[config.mk]
export PLATFORM = sky130hd
export DESIGN_NAME = ps2_voice_scheduler
export DESIGN_NICKNAME = d
export VERILOG_FILES = /design/src/rtl/ps2_pkg.sv /design/src/rtl/ps2_scan_decoder.sv /design/src/rtl/ps2_voice_scheduler.sv
export SDC_FILE = /design/constraint.sdc
export NUM_CORES = 1
export LEC_CHECK = 0
export BUFFER_PORTS_ARGS = -buffer_cell sky130_fd_sc_hd__buf_2
export CELL_PAD_IN_SITES_DETAIL_PLACEMENT = 1
export CELL_PAD_IN_SITES_GLOBAL_PLACEMENT = 1
export CORE_AREA = 2 2 110 112
export DETAILED_ROUTE_END_ITERATION = 12
export DIE_AREA = 0 0 112 114
export PLACE_DENSITY = 0.55
export SETUP_SLACK_MARGIN = 0.2
export SLEW_MARGIN = 10
export SYNTH_ARGS = -nofsm -noshare
export SYNTH_HDL_FRONTEND = slang
export SYNTH_HIERARCHICAL = 1
export SYNTH_SLANG_ARGS = --single-unit
[constraint.sdc]
create_clock -name Clk -period 3.25 [get_ports Clk]
set_clock_uncertainty 0.05 [all_clocks]
set_input_delay 0 -clock Clk [delete_from_list [all_inputs] [get_ports Clk]]
set_output_delay 0 -clock Clk [all_outputs]
set_load 0.1 [all_outputs]
[src/rtl/ps2_pkg.sv]
// Shared PS/2 scan-code types and constants for the voice scheduler.
// Holds the prefix FSM state enum, the prefix bytes, the ignored-byte list and the key type.
package ps2_pkg;

   typedef enum logic [1:0] {
      ST_IDLE,
      ST_BRK,
      ST_EXT,
      ST_EXT_BRK
   } prefix_state_t;

   localparam logic [7:0] BREAK_PREFIX = 8'hF0;
   localparam logic [7:0] EXT_PREFIX   = 8'hE0;

   localparam int NUM_IGNORED = 7;
   localparam logic [NUM_IGNORED*8-1:0] IGNORED_BYTES =
      {8'h00, 8'hAA, 8'hE1, 8'hEE, 8'hFA, 8'hFE, 8'hFF};

   typedef struct packed {
      logic       ext;
      logic [7:0] code;
   } key_t;

   function automatic logic is_ignored(input logic [7:0] b);
      logic r;
      r = 1'b0;
      for (int i = 0; i < NUM_IGNORED; i++) begin
         if (IGNORED_BYTES[8*i +: 8] == b) r = 1'b1;
      end
      return r;
   endfunction

endpackage

[src/rtl/ps2_scan_decoder.sv]
// Prefix FSM turning raw PS/2 bytes into registered key make/break events.
// Latency 1 cycle byte->pend; no backpressure, accepts a byte every cycle.
module ps2_scan_decoder
   import ps2_pkg::*;
(
   input  logic       Clk,
   input  logic       Reset,
   input  logic [7:0] i_scan_byte,
   input  logic       i_scan_valid,
   output logic       o_pend_vld,
   output key_t       o_pend_key,
   output logic       o_pend_make
);

   prefix_state_t r_state;
   prefix_state_t w_next;
   logic          w_emit;
   logic          w_make;
   logic          w_ext;

   always_comb begin
      w_next = r_state;
      w_emit = 1'b0;
      w_make = 1'b0;
      w_ext  = 1'b0;
      if (i_scan_valid && !is_ignored(i_scan_byte)) begin
         unique case (r_state)
            ST_IDLE: begin
               if (i_scan_byte == BREAK_PREFIX)    w_next = ST_BRK;
               else if (i_scan_byte == EXT_PREFIX) w_next = ST_EXT;
               else begin
                  w_emit = 1'b1;
                  w_make = 1'b1;
               end
            end
            ST_EXT: begin
               if (i_scan_byte == BREAK_PREFIX) w_next = ST_EXT_BRK;
               else begin
                  w_emit = 1'b1;
                  w_make = 1'b1;
                  w_ext  = 1'b1;
                  w_next = ST_IDLE;
               end
            end
            ST_BRK: begin
               w_emit = 1'b1;
               w_next = ST_IDLE;
            end
            ST_EXT_BRK: begin
               w_emit = 1'b1;
               w_ext  = 1'b1;
               w_next = ST_IDLE;
            end
            default: w_next = ST_IDLE;
         endcase
      end
   end

   always_ff @(posedge Clk) begin
      if (!Reset) begin
         r_state     <= ST_IDLE;
         o_pend_vld  <= 1'b0;
         o_pend_key  <= '0;
         o_pend_make <= 1'b0;
      end else begin
         r_state    <= w_next;
         o_pend_vld <= w_emit;
         if (w_emit) begin
            o_pend_key  <= '{ext: w_ext, code: i_scan_byte};
            o_pend_make <= w_make;
         end
      end
   end

endmodule

[src/rtl/ps2_voice_scheduler.sv]
// Decodes PS/2 key events and shares NUM_VOICES voices among held keys (optional VOICE_STEAL_EN).
// Latency 2 cycles final byte->evt_valid; no backpressure, a byte may arrive every cycle.
module ps2_voice_scheduler
   import ps2_pkg::*;
#(
   parameter int NUM_VOICES = 4
)(
   input  logic                          Clk,
   input  logic                          Reset,
   input  logic [7:0]                    scan_byte,
   input  logic                          scan_valid,
   output logic [9*NUM_VOICES-1:0]       voice_key,
   output logic [NUM_VOICES-1:0]         voice_active,
   output logic                          evt_valid,
   output logic                          evt_on,
   output logic [$clog2(NUM_VOICES)-1:0] evt_voice,
   output logic [8:0]                    evt_key,
   output logic                          overflow,
   output logic                          all_busy
);

   localparam int VW = $clog2(NUM_VOICES);
   localparam logic [VW-1:0] RANK_ONE = VW'(1);

   logic          w_pend_vld;
   key_t          w_pend_key;
   logic          w_pend_make;

   key_t          r_key  [NUM_VOICES];
   logic [VW-1:0] r_rank [NUM_VOICES];
   logic [NUM_VOICES-1:0] r_active;

   logic          w_hit;
   logic [VW-1:0] w_hit_idx;
   logic          w_free;
   logic [VW-1:0] w_free_idx;

   ps2_scan_decoder u_decoder (
      .Clk          (Clk),
      .Reset        (Reset),
      .i_scan_byte  (scan_byte),
      .i_scan_valid (scan_valid),
      .o_pend_vld   (w_pend_vld),
      .o_pend_key   (w_pend_key),
      .o_pend_make  (w_pend_make)
   );

   // Descending scan so the lowest matching index wins.
   always_comb begin
      w_hit      = 1'b0;
      w_hit_idx  = '0;
      w_free     = 1'b0;
      w_free_idx = '0;
      for (int i = NUM_VOICES-1; i >= 0; i--) begin
         if (r_active[i] && r_key[i] == w_pend_key) begin
            w_hit     = 1'b1;
            w_hit_idx = VW'(i);
         end
         if (!r_active[i]) begin
            w_free     = 1'b1;
            w_free_idx = VW'(i);
         end
      end
   end

`ifdef VOICE_STEAL_EN
   // With every voice busy the ranks are a permutation, so exactly one is the oldest.
   logic [VW-1:0] w_old_idx;
   always_comb begin
      w_old_idx = '0;
      for (int i = NUM_VOICES-1; i >= 0; i--) begin
         if (r_rank[i] == VW'(NUM_VOICES-1)) w_old_idx = VW'(i);
      end
   end
`endif

   always_ff @(posedge Clk) begin
      if (!Reset) begin
         r_active  <= '0;
         for (int i = 0; i < NUM_VOICES; i++) begin
            r_key[i]  <= '0;
            r_rank[i] <= '0;
         end
         evt_valid <= 1'b0;
         evt_on    <= 1'b0;
         evt_voice <= '0;
         evt_key   <= '0;
         overflow  <= 1'b0;
      end else begin
         evt_valid <= 1'b0;
         overflow  <= 1'b0;
         if (w_pend_vld) begin
            if (w_pend_make) begin
               if (!w_hit) begin
                  if (w_free) begin
                     for (int i = 0; i < NUM_VOICES; i++) begin
                        if (r_active[i]) r_rank[i] <= r_rank[i] + RANK_ONE;
                     end
                     r_active[w_free_idx] <= 1'b1;
                     r_key[w_free_idx]    <= w_pend_key;
                     r_rank[w_free_idx]   <= '0;
                     evt_valid <= 1'b1;
                     evt_on    <= 1'b1;
                     evt_voice <= w_free_idx;
                     evt_key   <= w_pend_key;
                  end else begin
                     overflow <= 1'b1;
`ifdef VOICE_STEAL_EN
                     for (int i = 0; i < NUM_VOICES; i++) begin
                        if (r_rank[i] < r_rank[w_old_idx]) r_rank[i] <= r_rank[i] + RANK_ONE;
                     end
                     r_key[w_old_idx]  <= w_pend_key;
                     r_rank[w_old_idx] <= '0;
                     evt_valid <= 1'b1;
                     evt_on    <= 1'b1;
                     evt_voice <= w_old_idx;
                     evt_key   <= w_pend_key;
`endif
                  end
               end
            end else if (w_hit) begin
               for (int i = 0; i < NUM_VOICES; i++) begin
                  if (r_active[i] && r_rank[i] > r_rank[w_hit_idx]) r_rank[i] <= r_rank[i] - RANK_ONE;
               end
               r_active[w_hit_idx] <= 1'b0;
               r_rank[w_hit_idx]   <= '0;
               evt_valid <= 1'b1;
               evt_on    <= 1'b0;
               evt_voice <= w_hit_idx;
               evt_key   <= w_pend_key;
            end
         end
      end
   end

   always_comb begin
      voice_key = '0;
      for (int i = 0; i < NUM_VOICES; i++) begin
         voice_key[9*i +: 9] = r_key[i];
      end
   end

   assign voice_active = r_active;
   assign all_busy     = &r_active;

endmodule
==> results of run 1 <==
-- final timing paths --
check,cells past startpoint,startpoint,endpoint,slack (ns)
worst max register to register,6,u_decoder/o_pend_key[3],r_key[0][3],0.46
worst max-delay path,6,u_decoder/o_pend_key[3],r_key[0][3],0.46
worst min register to register,2,evt_key[7],evt_key[7],0.41
worst min-delay path,4,scan_valid,u_decoder/r_state[0],0.01
-- per-stage QoR --
step	instance area, µm²	cells	hold WS, ns	utilization, %	setup WS [ns]
after floorplan	3390	315	0.0921	-	0.332
after global placement	3830	518	0.251	32.7	0.299
after detailed placement	3830	518	0.254	32.7	0.230
after CTS	4230	542	0.0120	36.1	0.227
after global routing	4230	542	0.0452	36.1	0.282
final	4230	542	0.0132	36.1	0.461
-- synth_stat cells, drive strengths merged, types with 4 or more instances --
master   n
nor2b    4
buf     13
clkbuf   8
nand2   43
o21ai    9
dfxtp   31
a21oi    7
nand3    5
inv      8
nand4    5
xnor2   12
and2    39
xor2    24
nor2     7
edfxtp  36
mux2i   20
nor4     8
-- metal layers --
layer,wire [µm],share of wire (%),vias up
met5,0,0,-
met4,123,1.3,0
met3,351,3.7,9
met2,4290,45,47
met1,4720,50,1208
li1,-,-,1245
-- critical path, delay by kind of cell, from the launching register on --
kind / cells / cell delay [ns]
AND/OR/NAND/NOR: 5 / 1.49
flip-flops: 1 / 0.69
XOR/XNOR: 1 / 0.20
-- final cells by class --
cell class	instances	area [µm²]
fill	1351	7480
sequential	67	1700
multi-input combinational	218	1500
timing repair buffer	85	495
clock buffer	9	225
tap	147	184
clock inverter	7	92.6
inverter	9	33.8
-- power by group through the flow --
| stage | Combinational, mW | Sequential, mW | Clock, mW |
|---|---|---|---|
| global placement | 0.317 | 0.980 | 0 |
| global route | 0.345 | 0.968 | 1.11 |
| finish | 0.325 | 0.963 | 1.05 |
| floorplan | 0.118 | 1.11 | 0 |
| detailed placement | 0.319 | 0.982 | 0 |
| CTS | 0.327 | 0.964 | 1.08 |
-- registers in the layout, summed over array words and instances, names as in the netlist, 2 cells and up --
register / count
u_decoder/o_pend_key: 9
u_decoder/r_state: 2
evt_voice: 2
voice_active: 4
r_key: 36
evt_key: 9
-- cells by family (layout without fill, tap and decap cells) --
logic type	Yosys count	after routing	share of synthesized area [%]
AND/OR/NAND/NOR	129	129	21.7
flip-flops	67	67	50.3
multiplexers	20	20	6.03
buffers and inverters	30	110	5.70
XOR/XNOR	36	36	9.33
AO/OA/AOI/OAI	33	33	6.88
-- timing repair --
action                                  4_1_cts  5_1_grt
hold buffers                                  8        0
resized for setup                             0        2
endpoints found under the hold margin         8        0
endpoints found under the setup margin        0       18
==> out/summary.log, run 1 <==
[status] result of the run finished, final reports clean
[synthesis] netlist area before placement 3380 µm²
[place] Buffers on Ports 65
[worst_setup_path] CP Data Arrival Time 2.73 ns
[worst_setup_path] Crit. End Element register
[global_routing] Congestion Overflow GR 0
[global_routing] number of antenna violations at the first check in global routing 0
[global_routing] GR met2 Demand/Resource 23.4%
[synthesis] synth unique cells 48
[layout] Layout Area Growth over Synthesis 25.1%
[synthesis] mean instance size in the synthesized netlist 10.7 µm²
[pwr] Clock Power Share 45.0%
[layout] number of nets in the layout 401
[layout] most common library cell in the layout ignoring fill and taps sky130_fd_sc_hd__buf_2
[place] post-detail-place hpwl 6.91 mm
[layout] commonest cells after routing, fill and taps aside sky130_fd_sc_hd__buf_2, sky130_fd_sc_hd__nand2_1, sky130_fd_sc_hd__and2_1, sky130_fd_sc_hd__edfxtp_1, sky130_fd_sc_hd__dfxtp_1
[clocking] Num CTS Buffers 9
[routing] number of DRC markers in iteration 0 112
[clocking] H-tree lvl count 3
[synthesis] net count after synthesis 326
[timing] unrepaired setup endpoints after global routing false
[floorplan] die height 114 µm
[worst_setup_path] slowest stage cell, crit path sky130_fd_sc_hd__dfxtp_1
[pwr] sum of internal, switching and leakage power 2.34 mW
[global_routing] number of global-route vias before repair 2,550
[routing] drt via density 4.63
[global_routing] global-route total usage across every layer 15.4%
[floorplan] Floorplan Core Area 11,700 µm²
[synthesis] Syn Inst Count 315
[timing] worst slew margin relative to its limit 60.6%
[min_path] Hold Path Class in -> reg
[synthesis] largest area contributor in the synthesized netlist sky130_fd_sc_hd__edfxtp_1
[synthesis] number of enable flip-flop cells after synthesis 36
[timing] achievable clock frequency 358 MHz
[global_routing] met3 usage 4.36%
[synthesis] FF+latch count, synth 67
[clocking] clock latency reported for the late side of the worst-skew pair 0.34 ns
[timing] number of setup violations in the final report 0
[run] number of max-capacitance violations reported 0
[pwr] Internal Dissipation 1.67 mW
[routing] post-DR wirelength/cell 17.5 µm
[clocking] TritonCTS clock tree done
[timing] minimum clock period after layout 2.79 ns
[worst_setup_path] delay contributed by the slowest stage of the critical path 0.69 ns
[pwr] Gate power share 13.9%
[synthesis] sequential fraction of the synthesis area 50.3%
[pwr] net switching power 0.670 mW
[global_routing] maximum number of pins on one net before global-route repair 48
[worst_setup_path] type of the worst setup path reg -> reg
[clocking] clock slew seen by the registers of the worst setup and hold paths 0.06 ns
[place] gp weighted congestion 0.734
[clocking] setup bufs post-CTS 0
[floorplan] die outline width 112 µm
[pwr] total power divided by cell area 553 nW/µm²
[clocking] maximum clock insertion buffer count 2
[timing] Fin. Hold Viols 0
[worst_setup_path] series of cell instances along the critical path xor2_1, nor4_1, nand4_1, and4b_2, nor4b_2, nand2b_1
[pwr] Leakage 1.84 nW
[clocking] sinks on the clock net 67
[routing] Vias 2,509
[synthesis] share of the synthesized area in the top cell type 32.0%
[global_routing] wire length of the first global-routing pass 14.8 mm
[timing] Final Cycle Share 85.8%
[routing] sum of routed wire length over all layers 9.49 mm
[pwr] relative contribution of sequential cells to total power 41.2%
[routing] Remaining DRCs 0
[timing] measured slew at the worst slew-check pin 0.590 ns
[clocking] Root Buffer Master sky130_fd_sc_hd__clkbuf_16
[layout] Antenna Diode Count 0
[timing] Final Slew Violations 0
[routing] number of optimization iterations in the first detailed-route pass 4
[synthesis] cell types occupying the most area after synthesis sky130_fd_sc_hd__edfxtp_1, sky130_fd_sc_hd__dfxtp_1, sky130_fd_sc_hd__and2_1
[synthesis] Yosys warning count 6
[floorplan] Site Rows 40
[floorplan] Initial Util 28.9%
[worst_setup_path] required arrival time at the worst endpoint 3.19 ns
[routing] count of antenna-violating nets left after detailed routing 0
[pwr] fraction of power spent switching nets 28.6%
[floorplan] number of primary I/O pins 66
[pwr] peak supply drop 238 µV
[layout] fraction of final layout cells with drive strength greater than 1 27.6%
[timing] Post-Route Setup TNS 0 ns
[synthesis] most instantiated flip-flop cell in the synthesis netlist sky130_fd_sc_hd__edfxtp_1
[global_routing] layer with the highest usage after global routing met2
[global_routing] M1 GR Usage 21.3%
[worst_setup_path] startpoint type of the worst setup path register
[synthesis] FFs w/ async S/R, synth 0%
[worst_setup_path] Max FO, Critical Path 15
[floorplan] full die area 12,800 µm²
(Power assumes the default switching activity.)
==> inputs of run 2 (changes only) <==
--- a/config.mk
+++ b/config.mk
@@ -8,13 +8,14 @@
 export BUFFER_PORTS_ARGS = -buffer_cell sky130_fd_sc_hd__buf_2
 export CELL_PAD_IN_SITES_DETAIL_PLACEMENT = 1
 export CELL_PAD_IN_SITES_GLOBAL_PLACEMENT = 1
-export CORE_AREA = 2 2 110 112
+export CORE_AREA = 2 2 108 110
 export DETAILED_ROUTE_END_ITERATION = 12
-export DIE_AREA = 0 0 112 114
+export DIE_AREA = 0 0 110 112
 export PLACE_DENSITY = 0.55
 export SETUP_SLACK_MARGIN = 0.2
+export SKIP_CTS_REPAIR_TIMING = 1
+export SKIP_LAST_GASP = 1
 export SLEW_MARGIN = 10
 export SYNTH_ARGS = -nofsm -noshare
 export SYNTH_HDL_FRONTEND = slang
-export SYNTH_HIERARCHICAL = 1
 export SYNTH_SLANG_ARGS = --single-unit
==> run 2 against run 1 <==
Compared with the run above: sequential share of layout area grew 1.7 points; critical endpoint is now r_key[2][1]; first-iteration DRC count grew 1.8%; critical path depth did not move; utilization grew 0.21 points; die area fell by 3.5%; sequential cell count is the same; maximum frequency increased by 0.54%; routed wire length rose by 3.0%; the flow now finishes with violations (negative hold slack).
==> out/summary.log, run 2 <==
[status] result of the run finished, violations left
[status] violated checks negative hold slack
[worst_setup_path] Crit. End Element register
[pwr] Leakage 1.65 nW
[worst_setup_path] startpoint type of the worst setup path register
[timing] unrepaired setup endpoints after global routing false
[worst_setup_path] Max FO, Critical Path 9
[synthesis] most frequently used cell type in the post-synthesis netlist sky130_fd_sc_hd__nand2_1
[worst_setup_path] CP Data Arrival Time 2.69 ns
[worst_setup_path] number of cells on the critical path 6
[routing] Remaining DRCs 0
[floorplan] die outline width 110 µm
[clocking] Root Buffer Master sky130_fd_sc_hd__clkbuf_16
[routing] sum of routed wire length over all layers 9.77 mm
[worst_setup_path] CP top delay family simple AND/OR/NAND/NOR gates
[routing] Vias 2,550
[layout] area of all placed cells without fillers 4060 µm²
[synthesis] share of the synthesized area in the top cell type 33.1%
[global_routing] Congestion Overflow GR 0
[synthesis] Yosys warning count 0
[timing] Post-Route Setup TNS 0 ns
[layout] top flop regs r_key: 36 flops, evt_key: 9 flops, u_decoder.o_pend_key: 9 flops
[global_routing] number of global-route vias before repair 2,566
[timing] Final Slew Violations 0
[pwr] net switching power 0.650 mW
[global_routing] number of antenna violations at the first check in global routing 0
[timing] number of setup violations in the final report 0
[clocking] Num CTS Buffers 9
[floorplan] Floorplan Core Area 11,200 µm²
[place] post-detail-place hpwl 7.00 mm
[layout] number of nets in the layout 391
[layout] storage element area 1700 µm²
[pwr] Gate power share 13.3%
[global_routing] global-route total usage across every layer 16.4%
[synthesis] Syn Inst Count 312
[run] number of max-capacitance violations reported 0
[layout] most common library cell in the layout ignoring fill and taps sky130_fd_sc_hd__buf_2
[pwr] total power divided by cell area 575 nW/µm²
[synthesis] most instantiated flip-flop cell in the synthesis netlist sky130_fd_sc_hd__edfxtp_1
[timing] Final Cycle Share 85.4%
[layout] Layout Area Growth over Synthesis 24.4%
[clocking] clock latency reported for the late side of the worst-skew pair 0.33 ns
[clocking] H-tree lvl count 3
[synthesis] net count after synthesis 323
[timing] measured slew at the worst slew-check pin 0.824 ns
[clocking] maximum clock insertion buffer count 2
[synthesis] synth unique cells 44
[layout] fraction of final layout cells with drive strength greater than 1 23.6%
[pwr] Clock Power Share 45.4%
[timing] worst hold slack -0.0342 ns
[layout] number of fillers in the final layout 1,291
[global_routing] wire length of the first global-routing pass 15.0 mm
[layout] Antenna Diode Count 0
[routing] drt via density 4.83
[worst_setup_path] slowest stage cell, crit path sky130_fd_sc_hd__dfxtp_1
[routing] count of antenna-violating nets left after detailed routing 0
[floorplan] Site Rows 39
[layout] footprint of the multi-input gates 1400 µm²
[clocking] sinks on the clock net 67
[routing] number of DRC markers in iteration 0 114
[timing] Fin. Hold Viols 3
[pwr] Internal Dissipation 1.68 mW
[place] area post-placement 3680 µm²
[synthesis] FF+latch count, synth 67
[place] Buffers on Ports 65
[synthesis] cell types with the highest counts after synthesis sky130_fd_sc_hd__nand2_1, sky130_fd_sc_hd__edfxtp_1, sky130_fd_sc_hd__nor2_1, sky130_fd_sc_hd__dfxtp_1, sky130_fd_sc_hd__xnor2_1
[worst_setup_path] delay contributed by the slowest stage of the critical path 0.64 ns
[layout] commonest cells after routing, fill and taps aside sky130_fd_sc_hd__buf_2, sky130_fd_sc_hd__nand2_1, sky130_fd_sc_hd__edfxtp_1, sky130_fd_sc_hd__nor2_1, sky130_fd_sc_hd__dfxtp_1
[floorplan] die height 112 µm
[timing] minimum clock period after layout 2.77 ns
[worst_setup_path] required arrival time at the worst endpoint 3.17 ns
[floorplan] Initial Util 29.2%
[pwr] relative contribution of sequential cells to total power 41.3%
[clocking] clock slew seen by the registers of the worst setup and hold paths 0.06 ns
[layout] Largest register FFs 36
[timing] worst slew margin relative to its limit 44.7%
[floorplan] number of primary I/O pins 66
[synthesis] sequential fraction of the synthesis area 52.2%
[routing] number of optimization iterations in the first detailed-route pass 4
[synthesis] FFs w/ async S/R, synth 0%
[routing] post-DR wirelength/cell 18.5 µm
[synthesis] largest area contributor in the synthesized netlist sky130_fd_sc_hd__edfxtp_1
[worst_setup_path] series of cell instances along the critical path xor2_1, nor4_1, a41oi_1, nand4_1, or3_1, o21ai_2
[synthesis] mean instance size in the synthesized netlist 10.5 µm²
[min_path] worst hold path depth 3
[place] gp weighted congestion 0.784
[worst_setup_path] count of buffer and inverter cells on the critical path 0
[worst_setup_path] type of the worst setup path reg -> reg
[clocking] TritonCTS clock tree done
[timing] achievable clock frequency 360 MHz
[pwr] fraction of power spent switching nets 27.9%
[worst_setup_path] reg2reg path depth 6
[synthesis] netlist area before placement 3260 µm²
[min_path] Hold Path Class in -> reg
[synthesis] cell types occupying the most area after synthesis sky130_fd_sc_hd__edfxtp_1, sky130_fd_sc_hd__dfxtp_1, sky130_fd_sc_hd__mux2i_1
[floorplan] full die area 12,300 µm²
[synthesis] number of enable flip-flop cells after synthesis 36
[global_routing] maximum number of pins on one net before global-route repair 43
[pwr] peak supply drop 292 µV
[pwr] sum of internal, switching and leakage power 2.33 mW
[layout] register with the most flip-flops r_key
[run 2: cells by family (layout without fill, tap and decap cells)]
| group | after synthesis | after routing | synth area share (%) |
|---|---|---|---|
| buffers and inverters | 27 | 100 | 5.06 |
| and+or+nand+nor | 132 | 132 | 20.1 |
| muxes | 18 | 18 | 5.52 |
| AOI/OAI and AO/OA | 32 | 32 | 7.44 |
| DFF | 67 | 67 | 52.2 |
| xor gates and xnor gates | 36 | 36 | 9.67 |
[run 2: power by group through the flow]
stage / Sequential (mW) / Clock [mW] / Combinational (mW)
3_3_place_gp: 0.982 / 0 / 0.305
6_report: 0.964 / 1.06 / 0.311
5_1_grt: 0.969 / 1.12 / 0.329
2_1_floorplan: 1.10 / 0 / 0.124
4_1_cts: 0.965 / 1.08 / 0.308
3_5_place_dp: 0.983 / 0 / 0.306
[run 2: final timing paths]
kind / startpoint / endpoint / slack, ns
hold / removal: scan_byte[6] / u_decoder.o_pend_key[6] / -0.03
hold reg to reg: evt_key[0] / evt_key[0] / 0.41
setup reg to reg: u_decoder.o_pend_key[0] / r_key[2][1] / 0.48
setup / recovery: u_decoder.o_pend_key[0] / r_key[2][1] / 0.48
[run 2: final cells by class]
class | count | share of cell area (%)
Clock inverter | 5 | 1.88
Clock buffer | 11 | 5.98
Timing Repair Buffer | 78 | 10.8
Multi-Input combinational cell | 218 | 34.5
Tap cell | 143 | 4.41
Inverter | 6 | 0.555
Sequential cell | 67 | 41.9
[run 2: stage by stage]
stage,worst slack [ns],util [%],std cells
after floorplan,0.325,-,312
after detailed placement,0.416,32.9,506
after global placement,0.401,32.9,506
after CTS,0.404,35.8,522
after global routing,0.269,36.3,528
final,0.475,36.3,528
[run 2: worst register-to-register path, delay by kind of cell (launching register included)]
family,cells,cell delay [ns]
DFF,1,0.64
xor gates and xnor gates,1,0.23
and+or+nand+nor,3,0.78
AOI/OAI and AO/OA,2,0.71
[run 2: routing by layer]
layer  up-vias  routed length, µm  track usage (%)
li1       1226                  -                -
met1      1263               4550             22.5
met2        52               4770             26.1
met3         9                319             2.75
met4         0                131             5.49
met5         -                  0                0
==> inputs of run 3 (changes only) <==
--- a/config.mk
+++ b/config.mk
@@ -8,9 +8,9 @@
 export BUFFER_PORTS_ARGS = -buffer_cell sky130_fd_sc_hd__buf_2
 export CELL_PAD_IN_SITES_DETAIL_PLACEMENT = 1
 export CELL_PAD_IN_SITES_GLOBAL_PLACEMENT = 1
-export CORE_AREA = 2 2 108 110
+export CORE_AREA = 5 5 113 115
 export DETAILED_ROUTE_END_ITERATION = 12
-export DIE_AREA = 0 0 110 112
+export DIE_AREA = 0 0 118 120
 export PLACE_DENSITY = 0.55
 export SETUP_SLACK_MARGIN = 0.2
 export SKIP_CTS_REPAIR_TIMING = 1
@@ -18,4 +18,5 @@
 export SLEW_MARGIN = 10
 export SYNTH_ARGS = -nofsm -noshare
 export SYNTH_HDL_FRONTEND = slang
+export SYNTH_HIERARCHICAL = 1
 export SYNTH_SLANG_ARGS = --single-unit
==> run 3 against run 2 <==
Compared with the run above: the run now ends clean; worst hold slack improved by 0.042 ns; total power shrank 1.7%; critical path depth unchanged; setup slack worse by 0.047 ns; utilization down 0.48 points; first-iteration DRC count decreased by 19%; routed wire length is 1.8% lower.
==> out/summary.log, run 3 (synthesis gave the netlist of run 1 again) <==
[status] result of the run finished, final reports clean
[global_routing] maximum number of pins on one net before global-route repair 48
[place] setup slack after placement 0.284 ns
[layout] number of nets in the layout 396
[pwr] Clock Power Share 44.2%
[pwr] net switching power 0.652 mW
[worst_setup_path] startpoint type of the worst setup path register
[pwr] fraction of power spent switching nets 28.4%
[layout] most common library cell in the layout ignoring fill and taps sky130_fd_sc_hd__buf_2
[run] number of max-capacitance violations reported 0
[timing] achievable clock frequency 354 MHz
[layout] fraction of final layout cells with drive strength greater than 1 26.2%
[layout] register with the most flip-flops r_key
[timing] worst slew margin relative to its limit 56.8%
[timing] Fin. Hold Viols 0
[floorplan] Initial Util 28.9%
[timing] Final Slew Violations 0
[global_routing] Congestion Overflow GR 0
[routing] count of antenna-violating nets left after detailed routing 0
[timing] number of setup violations in the final report 0
[global_routing] global-route total usage across every layer 13.8%
[worst_setup_path] Max FO, Critical Path 10
[layout] footprint of the multi-input gates 1500 µm²
[min_path] worst hold path depth 4
[layout] number of fillers in the final layout 1,319
[global_routing] number of antenna violations at the first check in global routing 0
[timing] Post-Route Setup TNS 0 ns
[routing] Remaining DRCs 0
[routing] Vias 2,516
[layout] Antenna Diode Count 0
[timing] worst hold slack 0.00767 ns
[layout] Layout Area Growth over Synthesis 24.2%
[global_routing] wire length of the first global-routing pass 15.0 mm
[worst_setup_path] type of the worst setup path reg -> reg
[timing] measured slew at the worst slew-check pin 0.647 ns
[timing] unrepaired setup endpoints after global routing false
[routing] number of optimization iterations in the first detailed-route pass 4
[layout] storage element area 1700 µm²
[floorplan] Floorplan Core Area 11,700 µm²
[pwr] peak supply drop 218 µV
[clocking] Num CTS Buffers 9
[pwr] relative contribution of sequential cells to total power 42.1%
[min_path] Hold Path Class in -> reg
[floorplan] Site Rows 40
[worst_setup_path] required arrival time at the worst endpoint 3.19 ns
[place] post-detail-place hpwl 6.80 mm
[clocking] H-tree lvl count 3
[floorplan] number of primary I/O pins 66
[floorplan] full die area 14,200 µm²
[routing] drt via density 4.69
[layout] top flop regs r_key: 36 flops, evt_key: 9 flops, u_decoder/o_pend_key: 9 flops
[worst_setup_path] CP Data Arrival Time 2.77 ns
[clocking] Root Buffer Master sky130_fd_sc_hd__clkbuf_16
[clocking] clock slew seen by the registers of the worst setup and hold paths 0.06 ns
[routing] Highest Signal Layer met4
[routing] met2 WL 4.40 mm
[routing] sum of routed wire length over all layers 9.60 mm
[layout] Largest register FFs 36
[pwr] Internal Dissipation 1.64 mW
[global_routing] number of global-route vias before repair 2,611
[clocking] clock latency reported for the late side of the worst-skew pair 0.34 ns
[worst_setup_path] Crit. End Element register
[layout] commonest cells after routing, fill and taps aside sky130_fd_sc_hd__buf_2, sky130_fd_sc_hd__nand2_1, sky130_fd_sc_hd__and2_1, sky130_fd_sc_hd__edfxtp_1, sky130_fd_sc_hd__dfxtp_1
[pwr] total power divided by cell area 547 nW/µm²
[timing] minimum clock period after layout 2.82 ns
[routing] wire length on met3 423 µm
[routing] post-DR wirelength/cell 17.9 µm
[worst_setup_path] reg2reg path depth 6
[clocking] sinks on the clock net 67
[pwr] sum of internal, switching and leakage power 2.30 mW
[place] gp weighted congestion 0.773
[timing] Worst Slack Setup Final 0.428 ns
[routing] detailed-routing wirelength on met1 4.60 mm
[clocking] TritonCTS clock tree done
[pwr] Leakage 1.83 nW
[clocking] maximum clock insertion buffer count 2
[timing] Final Cycle Share 86.8%
[floorplan] die outline width 118 µm
[floorplan] die height 120 µm
[pwr] Gate power share 13.7%
[routing] number of DRC markers in iteration 0 92
[place] Buffers on Ports 65
## run 3: cell types whose count changed in the layout (fill, tap and decap cells not counted), sizes merged, moves of 5 or more
cell	previous run	this run
and2	12	39
nor2	32	7
xnor2	20	12
xor2	16	24
nor2b	10	4
nand4	10	5
## run 3: power groups by stage
stage | clock network [mW] | registers [mW] | logic, mW
final | 1.01 | 0.967 | 0.314
after global routing | 1.08 | 0.973 | 0.332
after CTS | 1.04 | 0.969 | 0.308
after detailed placement | 0 | 0.987 | 0.307
after global placement | 0 | 0.985 | 0.306
after floorplan | 0 | 1.11 | 0.118
## run 3: final cells by class
cell class / instances / area share [%]
Clock buffer: 13 / 7.21
Timing Repair Buffer: 80 / 10.9
Sequential cell: 67 / 40.5
Clock inverter: 3 / 0.358
Multi-Input combinational cell: 218 / 35.8
Inverter: 9 / 0.805
Tap cell: 147 / 4.38
## run 3: per-stage QoR
| stage | utilization (%) | std cells | cell area [µm²] |
|---|---|---|---|
| 3_3_place_gp | 32.4 | 513 | 3790 |
| 3_5_place_dp | 32.4 | 513 | 3790 |
| 4_1_cts | 35.1 | 529 | 4110 |
| 2_1_floorplan | - | 315 | 3390 |
| 6_report | 35.8 | 537 | 4200 |
| 5_1_grt | 35.8 | 537 | 4200 |
## run 3: final timing paths
path,from,endpoint,slack [ns]
worst max-delay path,u_decoder/o_pend_key[0],r_key[0][4],0.43
worst min-delay path,scan_valid,u_decoder/r_state[0],0.008
worst max register to register,u_decoder/o_pend_key[0],r_key[0][4],0.43
worst min register to register,evt_key[2],evt_key[2],0.41
## run 3: layer usage
| metal | vias up | global-route usage (%) |
|---|---|---|
| met5 | - | 0 |
| met4 | 0 | 6.24 |
| met3 | 13 | 3.35 |
| met2 | 50 | 20.7 |
| met1 | 1224 | 18.7 |
| li1 | 1229 | - |
## run 3: worst max-delay path, cell delays in order, from the launching register on
cell                       delay [ns]
sky130_fd_sc_hd__dfxtp_1         0.73
sky130_fd_sc_hd__xor2_1          0.21
sky130_fd_sc_hd__nor4_1          0.08
sky130_fd_sc_hd__nand4_1         0.18
sky130_fd_sc_hd__and4b_1         0.37
sky130_fd_sc_hd__nor4b_4         0.43
sky130_fd_sc_hd__nand2b_1        0.41
